## src/rtl/ld_pack_arbiter_if.sv

```systemverilog
// ld_pack_arbiter_if: bundles the lane, packer and downstream signals of the pack arbiter.
//   slave  : arbiter view (lane_* in, lane_ready out, pk_* out, pk_out in, out_* out, err/tok_count out)
//   master : environment view (lanes, shared packer and downstream consumer), directions reversed
interface ld_pack_arbiter_if #(
    parameter int NUM_LANES = 4,
    parameter int LANE_W    = 2
);
    logic                    en;
    logic [NUM_LANES-1:0]    lane_valid;
    logic [NUM_LANES-1:0]    lane_ready;
    logic [NUM_LANES*12-1:0] lane_l_code;
    logic [NUM_LANES*4-1:0]  lane_l_len;
    logic [NUM_LANES*8-1:0]  lane_l_extra;
    logic [NUM_LANES*4-1:0]  lane_l_extra_len;
    logic [NUM_LANES*5-1:0]  lane_d_code;
    logic [NUM_LANES*16-1:0] lane_d_extra;
    logic [NUM_LANES*4-1:0]  lane_d_extra_len;
    logic [11:0]             pk_l_code;
    logic [3:0]              pk_l_len;
    logic [7:0]              pk_l_extra;
    logic [3:0]              pk_l_extra_len;
    logic [4:0]              pk_d_code;
    logic [15:0]             pk_d_extra;
    logic [3:0]              pk_d_extra_len;
    logic                    pk_input_valid;
    logic                    pk_enable;
    logic [31:0]             pk_out;
    logic                    out_valid;
    logic                    out_ready;
    logic [31:0]             out_data;
    logic [4:0]              out_len;
    logic [LANE_W-1:0]       out_lane;
    logic                    err;
    logic [15:0]             tok_count;
    modport slave (
        input  en, lane_valid, lane_l_code, lane_l_len, lane_l_extra, lane_l_extra_len,
               lane_d_code, lane_d_extra, lane_d_extra_len, pk_out, out_ready,
        output lane_ready, pk_l_code, pk_l_len, pk_l_extra, pk_l_extra_len, pk_d_code,
               pk_d_extra, pk_d_extra_len, pk_input_valid, pk_enable,
               out_valid, out_data, out_len, out_lane, err, tok_count
    );
    modport master (
        output en, lane_valid, lane_l_code, lane_l_len, lane_l_extra, lane_l_extra_len,
               lane_d_code, lane_d_extra, lane_d_extra_len, pk_out, out_ready,
        input  lane_ready, pk_l_code, pk_l_len, pk_l_extra, pk_l_extra_len, pk_d_code,
               pk_d_extra, pk_d_extra_len, pk_input_valid, pk_enable,
               out_valid, out_data, out_len, out_lane, err, tok_count
    );
endinterface

```

## src/rtl/ld_pack_arbiter.sv

```systemverilog
// ld_pack_arbiter: round-robin share of one combinational literal/distance packer among match lanes.
//   clk, rst_n : clock, asynchronous active-low reset
//   bus        : ld_pack_arbiter_if.slave -- lane requests/one-hot accept, packer fields/result,
//                registered valid/ready token output with length and source lane, sticky err, tok_count
module ld_pack_arbiter #(
    parameter int NUM_LANES = 4,
    parameter int LANE_W    = 2
) (
    input logic              clk,
    input logic              rst_n,
    ld_pack_arbiter_if.slave bus
);
    logic [LANE_W-1:0] r_rr_ptr, r_out_lane, w_grant;
    logic              r_out_valid, r_err;
    logic [31:0]       r_out_data;
    logic [4:0]        r_out_len, w_len;
    logic [15:0]       r_tok_count;
    logic              w_found, w_go, w_bad_dx, w_illegal;

    // First valid lane at or after rr_ptr; index arithmetic wraps at LANE_W bits.
    always_comb begin
        w_grant = '0;
        w_found = 1'b0;
        for (int k = 0; k < NUM_LANES; k++)
            if (!w_found && bus.lane_valid[LANE_W'(r_rr_ptr + LANE_W'(k))]) begin
                w_grant = LANE_W'(r_rr_ptr + LANE_W'(k));
                w_found = 1'b1;
            end
    end

    // A new token may load in the same cycle the held one drains.
    assign w_go = bus.en & (~r_out_valid | bus.out_ready) & w_found;

    assign bus.lane_ready     = w_go ? NUM_LANES'(1) << w_grant : '0;
    assign bus.pk_l_code      = w_go ? bus.lane_l_code[w_grant*12 +: 12] : '0;
    assign bus.pk_l_len       = w_go ? bus.lane_l_len[w_grant*4 +: 4] : '0;
    assign bus.pk_l_extra     = w_go ? bus.lane_l_extra[w_grant*8 +: 8] : '0;
    assign bus.pk_l_extra_len = w_go ? bus.lane_l_extra_len[w_grant*4 +: 4] : '0;
    assign bus.pk_d_code      = w_go ? bus.lane_d_code[w_grant*5 +: 5] : '0;
    assign bus.pk_d_extra     = w_go ? bus.lane_d_extra[w_grant*16 +: 16] : '0;
    assign bus.pk_d_extra_len = w_go ? bus.lane_d_extra_len[w_grant*4 +: 4] : '0;
    assign bus.pk_input_valid = w_go;
    assign bus.pk_enable      = 1'b1;

    // Match token: 7-bit length code + extra, 5-bit distance code + extra.
    assign w_bad_dx  = |bus.pk_d_code & (bus.pk_d_extra_len > 4'd13);
    assign w_illegal = w_bad_dx | (|bus.pk_d_code & (bus.pk_l_extra_len > 4'd3));
    assign w_len     = ~|bus.pk_d_code ? (bus.pk_l_len == 4'd8 ? 5'd8 : 5'd9) :
                       w_illegal ? 5'd0 : 5'd12 + {1'b0, bus.pk_l_extra_len} + {1'b0, bus.pk_d_extra_len};

    always_ff @(posedge clk or negedge rst_n) begin
        if (!rst_n) begin
            r_out_valid <= 1'b0;
            r_out_data  <= '0;
            r_out_len   <= '0;
            r_out_lane  <= '0;
            r_err       <= 1'b0;
            r_tok_count <= '0;
            r_rr_ptr    <= '0;
        end else begin
            r_tok_count <= r_tok_count + 16'(r_out_valid & bus.out_ready);
            if (w_go) begin
                r_out_valid <= 1'b1;
                r_out_data  <= w_bad_dx ? '0 : bus.pk_out;
                r_out_len   <= w_len;
                r_out_lane  <= w_grant;
                r_rr_ptr    <= w_grant + LANE_W'(1);
                if (w_illegal) r_err <= 1'b1;
            end else if (bus.out_ready) begin
                r_out_valid <= 1'b0;
            end
        end
    end

    assign bus.out_valid = r_out_valid;
    assign bus.out_data  = r_out_data;
    assign bus.out_len   = r_out_len;
    assign bus.out_lane  = r_out_lane;
    assign bus.err       = r_err;
    assign bus.tok_count = r_tok_count;
endmodule

```

## src/flat_wrapper.sv

```systemverilog
// flat-port wrapper written by rule: the top's interface ports become plain ports
module ld_pack_arbiter_flat 
#(
    parameter int NUM_LANES = 4,
    parameter int LANE_W    = 2
)
  (clk, rst_n, bus_en, bus_lane_valid, bus_lane_l_code, bus_lane_l_len, bus_lane_l_extra, bus_lane_l_extra_len, bus_lane_d_code, bus_lane_d_extra, bus_lane_d_extra_len, bus_pk_out, bus_out_ready, bus_lane_ready, bus_pk_l_code, bus_pk_l_len, bus_pk_l_extra, bus_pk_l_extra_len, bus_pk_d_code, bus_pk_d_extra, bus_pk_d_extra_len, bus_pk_input_valid, bus_pk_enable, bus_out_valid, bus_out_data, bus_out_len, bus_out_lane, bus_err, bus_tok_count);
  ld_pack_arbiter_if #(.NUM_LANES(NUM_LANES), .LANE_W(LANE_W)) bus_i ();
  input logic clk;
  input logic rst_n;
  input wire logic [$bits(bus_i.en)-1:0] bus_en;
  input wire logic [$bits(bus_i.lane_valid)-1:0] bus_lane_valid;
  input wire logic [$bits(bus_i.lane_l_code)-1:0] bus_lane_l_code;
  input wire logic [$bits(bus_i.lane_l_len)-1:0] bus_lane_l_len;
  input wire logic [$bits(bus_i.lane_l_extra)-1:0] bus_lane_l_extra;
  input wire logic [$bits(bus_i.lane_l_extra_len)-1:0] bus_lane_l_extra_len;
  input wire logic [$bits(bus_i.lane_d_code)-1:0] bus_lane_d_code;
  input wire logic [$bits(bus_i.lane_d_extra)-1:0] bus_lane_d_extra;
  input wire logic [$bits(bus_i.lane_d_extra_len)-1:0] bus_lane_d_extra_len;
  input wire logic [$bits(bus_i.pk_out)-1:0] bus_pk_out;
  input wire logic [$bits(bus_i.out_ready)-1:0] bus_out_ready;
  output wire logic [$bits(bus_i.lane_ready)-1:0] bus_lane_ready;
  output wire logic [$bits(bus_i.pk_l_code)-1:0] bus_pk_l_code;
  output wire logic [$bits(bus_i.pk_l_len)-1:0] bus_pk_l_len;
  output wire logic [$bits(bus_i.pk_l_extra)-1:0] bus_pk_l_extra;
  output wire logic [$bits(bus_i.pk_l_extra_len)-1:0] bus_pk_l_extra_len;
  output wire logic [$bits(bus_i.pk_d_code)-1:0] bus_pk_d_code;
  output wire logic [$bits(bus_i.pk_d_extra)-1:0] bus_pk_d_extra;
  output wire logic [$bits(bus_i.pk_d_extra_len)-1:0] bus_pk_d_extra_len;
  output wire logic [$bits(bus_i.pk_input_valid)-1:0] bus_pk_input_valid;
  output wire logic [$bits(bus_i.pk_enable)-1:0] bus_pk_enable;
  output wire logic [$bits(bus_i.out_valid)-1:0] bus_out_valid;
  output wire logic [$bits(bus_i.out_data)-1:0] bus_out_data;
  output wire logic [$bits(bus_i.out_len)-1:0] bus_out_len;
  output wire logic [$bits(bus_i.out_lane)-1:0] bus_out_lane;
  output wire logic [$bits(bus_i.err)-1:0] bus_err;
  output wire logic [$bits(bus_i.tok_count)-1:0] bus_tok_count;
  assign bus_i.en = bus_en;
  assign bus_i.lane_valid = bus_lane_valid;
  assign bus_i.lane_l_code = bus_lane_l_code;
  assign bus_i.lane_l_len = bus_lane_l_len;
  assign bus_i.lane_l_extra = bus_lane_l_extra;
  assign bus_i.lane_l_extra_len = bus_lane_l_extra_len;
  assign bus_i.lane_d_code = bus_lane_d_code;
  assign bus_i.lane_d_extra = bus_lane_d_extra;
  assign bus_i.lane_d_extra_len = bus_lane_d_extra_len;
  assign bus_i.pk_out = bus_pk_out;
  assign bus_i.out_ready = bus_out_ready;
  assign bus_lane_ready = bus_i.lane_ready;
  assign bus_pk_l_code = bus_i.pk_l_code;
  assign bus_pk_l_len = bus_i.pk_l_len;
  assign bus_pk_l_extra = bus_i.pk_l_extra;
  assign bus_pk_l_extra_len = bus_i.pk_l_extra_len;
  assign bus_pk_d_code = bus_i.pk_d_code;
  assign bus_pk_d_extra = bus_i.pk_d_extra;
  assign bus_pk_d_extra_len = bus_i.pk_d_extra_len;
  assign bus_pk_input_valid = bus_i.pk_input_valid;
  assign bus_pk_enable = bus_i.pk_enable;
  assign bus_out_valid = bus_i.out_valid;
  assign bus_out_data = bus_i.out_data;
  assign bus_out_len = bus_i.out_len;
  assign bus_out_lane = bus_i.out_lane;
  assign bus_err = bus_i.err;
  assign bus_tok_count = bus_i.tok_count;
  ld_pack_arbiter #(.NUM_LANES(NUM_LANES), .LANE_W(LANE_W)) u_core (.clk(clk), .rst_n(rst_n), .bus(bus_i));
endmodule
```

## config.mk

```make
export PLATFORM = sky130hd
export DESIGN_NAME = ld_pack_arbiter_flat
export DESIGN_NICKNAME = d
export VERILOG_FILES = /design/src/rtl/ld_pack_arbiter_if.sv /design/src/rtl/ld_pack_arbiter.sv /design/src/flat_wrapper.sv
export SDC_FILE = /design/constraint.sdc
export NUM_CORES = 1
export LEC_CHECK = 0
export ABC_AREA = 1
export ABC_CLOCK_PERIOD_IN_PS = 5600
export BUFFER_PORTS_ARGS = -buffer_cell sky130_fd_sc_hd__buf_2
export CORE_AREA = 2 2 142 144
export DETAILED_ROUTE_END_ITERATION = 10
export DIE_AREA = 0 0 144 146
export HOLD_SLACK_MARGIN = 0.03
export MAX_ROUTING_LAYER = met4
export PLACE_DENSITY = 0.56
export SYNTH_ARGS = -nofsm -noshare
export SYNTH_HDL_FRONTEND = slang
export SYNTH_SLANG_ARGS = --single-unit
```

## constraint.sdc

```tcl
create_clock -name clk -period 5.6 [get_ports clk]
set_clock_uncertainty 0.1 [all_clocks]
set_input_delay 1.4 -clock clk [delete_from_list [all_inputs] [get_ports clk]]
set_output_delay 1.4 -clock clk [all_outputs]
set_load 0.005 [all_outputs]
```

==> results.yml <==
clocking:
  cts_root_buf: "clkbuf_16"
  clkLatencyLatePin_ps: 320
  cts_resized: 0
  h-tree-depth: 3
  ctsHoldBuffers: 0
  numCtsBuffers: 9
  post-cts-setup-buffers: 0
  path_clk_slew_ps: 50
  clock-sinks: 59
  cts_tree: "yes"
  clockBufferDepth: 2
worst_setup_path:
  critical_path.max_stage_delay_ps: 390
  r2r_start: "u_core.r_rr_ptr[0]"
  cp-startpoint: "bus_lane_valid[1]"
  crit_family: "buffers and inverters"
  cp-endpoint: "bus_pk_d_extra[8]"
  reg2reg_to: "u_core.bus.out_len[3]"
  end_kind: "output pin"
  crit_cells: 12
  r2r_cells: 16
  critPathKind: "in2out"
  crit_required_ps: 4100
  path_cells: "buf_2 -> inv_1 -> nand2_1 -> nand3_1 -> nand2_2 -> nor2_4 -> nand3_2 -> a21oi_2 -> inv_1 -> buf_4 -> o22ai_1 -> buf_2"
  path_buf_inv: 5
  slowest_stage: "a21oi_2"
  rrSetupSlack_ps: 1710
  worstPathMaxFanout: 13
  arrival_ps: 3570
  critPathLaunchType: "primary input"
route:
  wl_um: 22000
  avgRoutedWirePerCell_um: 16.1
  num_vias: 6244
  drc_errors: 0
  postRouteAntennaNets: 0
  viasPerCell: 4.56
  drtIter0Drc: 308
  drtPass1Iterations: 5
yosys:
  ys_seq_area_frac: 0.284
  synth_fp_nets: 1009
  synth_top_cell_by_area: "dfrtp_1"
  ys.flop_type: "dfrtp_1"
  syn-cell-area_um2: 5190
  synth_top_area_frac: 0.284
  netlist_top_cells_area: "dfrtp_1 28%, nand2_1 19%, mux2i_1 7.3%"
  synth-async-reset-ratio: 1.00
  synth-edff-count: 0
  yosysMostFrequentCell: "nand2_1"
  ys_ff_latch: 59
  ys_warn_count: 0
  synthTopCellsByCount: "267 x nand2_1, 62 x inv_1, 59 x dfrtp_1, 43 x o21ai_0, 38 x mux2i_1"
  synthCells: 743
  synth.avg_cell_area_um2: 6.99
  post_synth_num_cell_types: 40
place:
  gp_congestion: 0.968
  place_ws_ps: 455
  dp.cells: 1350
  portBuffers: 366
  hpwlAfterDp_um: 17600
global_route:
  grtUsageTotal: 0.202
  grt_pass1_vias: 5961
  overflow: 0
  antenna_found_initial: 4
  grt_pass1_wl_um: 32000
  grt_max_degree: 78
sta:
  setup_violations: 0
  rsz0062_at_grt: "no"
  hold_viol_final: 0
  fin_ws_ps: 530
  slew_viol_final: 0
  period_needed_ps: 5070
  post-route-period-util: 0.905
  tightest_slew_ps: 780
  slew_headroom: 0.480
  max_freq_ghz: 0.197
  worst_hold_slack_ps: 357
  finalSetupTns_ps: 0
floorplan:
  ios: 368
  initial_core_util: 0.269
  die_h_um: 146
  design.core.area_um2: 19300
  fp-row-count: 51
  fp.dieW_um: 144
  die_area_um2: 21000
power_and_ir_drop:
  comb_power_share: 0.763
  sw_frac_of_total: 0.530
  seq_power_share: 0.141
  p_per_area_nw_per_um2: 680
  cellLeakagePower_nw: 4.55
  clock_power_share: 0.096
  p_switching_mw: 2.71
  power_mw: 5.11
  cell_internal_pwr_mw: 2.40
  vdd_drop_max_uv: 553
flow_run:
  cap_violations: 0
worst_hold_path:
  min_path_type: "reg2reg"
finish:
  fillers: 2125
  seq_area_um2: 1480
  drive_above_1_share: 0.421
  multiInputGateArea_um2: 3150
  finalNonFillerCells: 1368
  nets: 1362
  area_growth_pct: 44.5
status:
  status: "complete, no violations"
## worst min path at each step
stage                     slack [ps]                  endpoint                startpoint  cells past startpoint
after floorplan                  360  u_core.bus.tok_count[15]  u_core.bus.tok_count[15]                      1
after global placement           350  u_core.bus.tok_count[15]  u_core.bus.tok_count[15]                      1
after detailed placement         360  u_core.bus.tok_count[15]  u_core.bus.tok_count[15]                      1
after CTS                        360  u_core.bus.tok_count[15]  u_core.bus.tok_count[15]                      1
after global routing             380  u_core.bus.tok_count[15]  u_core.bus.tok_count[15]                      1
final                            360  u_core.bus.tok_count[15]  u_core.bus.tok_count[15]                      1
## routing by layer
layer | GRT usage | wire, um
met1 | 0.229 | 8780
met2 | 0.358 | 11200
met3 | 0.0369 | 1520
met4 | 0.0618 | 503
met5 | - | 0
## cell type report
type                            count  share of cell area
Clock inverter                      3             0.00200
Sequential cell                    59               0.197
Clock buffer                       12              0.0328
Inverter                           72              0.0370
Tap cell                          265              0.0442
Timing Repair Buffer              387               0.267
Multi-Input combinational cell    567               0.420
Antenna cell                        3             0.00100
## state kept, by name, indices dropped and copies added (netlist names)
signal / cells
u_core.bus.out_data: 32
u_core.bus.tok_count: 16
u_core.bus.out_len: 5
u_core.bus.out_lane: 2
u_core.r_rr_ptr: 2
u_core.bus.err: 1
u_core.bus.out_valid: 1
## per-stage QoR
| stage | util | area, um2 |
|---|---|---|
| floorplan | - | 5190 |
| global placement | 0.374 | 7240 |
| detailed placement | 0.374 | 7240 |
| CTS | 0.388 | 7500 |
| global route | 0.388 | 7510 |
| finish | 0.388 | 7510 |
## power groups by stage
stage / Sequential, mW / Combinational, mW / Clock (mW)
6_report: 0.719 / 3.89 / 0.493
5_1_grt: 0.742 / 4.35 / 0.529
4_1_cts: 0.718 / 3.96 / 0.510
3_5_place_dp: 0.720 / 3.94 / 0
3_3_place_gp: 0.725 / 3.94 / 0
2_1_floorplan: 0.720 / 2.64 / 0
## kinds of logic (layout without fill, tap and decap cells)
kind of cell | after synthesis | in the layout | share of synthesized area
other | 1 | 4 | 0.000722
multiplexers | 38 | 38 | 0.0732
XOR/XNOR | 15 | 15 | 0.0253
adder cells (fa/ha/maj) | 14 | 14 | 0.0352
AND/OR/NAND/NOR | 414 | 414 | 0.380
buffers and inverters | 117 | 474 | 0.109
flip-flops | 59 | 59 | 0.284
AO/OA/AOI/OAI | 85 | 85 | 0.0925
## layout by cell type, fill, tap and decap left out, types with 2 or more instances in the layout
cell	instances
a21oi_1	15
o22ai_1	10
clkbuf_16	9
nor2_2	3
xor2_1	14
nor3b_1	2
clkinv_2	3
buf_2	366
clkbuf_1	2
o21ai_0	43
nor3_1	3
nand2_1	267
o21bai_1	12
nand4_1	22
nand2_2	9
mux2i_1	38
nand3_1	33
o21a_1	2
nand3_4	2
nor2_1	34
nand3_2	35
buf_4	20
inv_1	61
diode_2	3
dfrtp_1	59
inv_2	9
ha_1	13
Power figures use the tool's default switching activity.
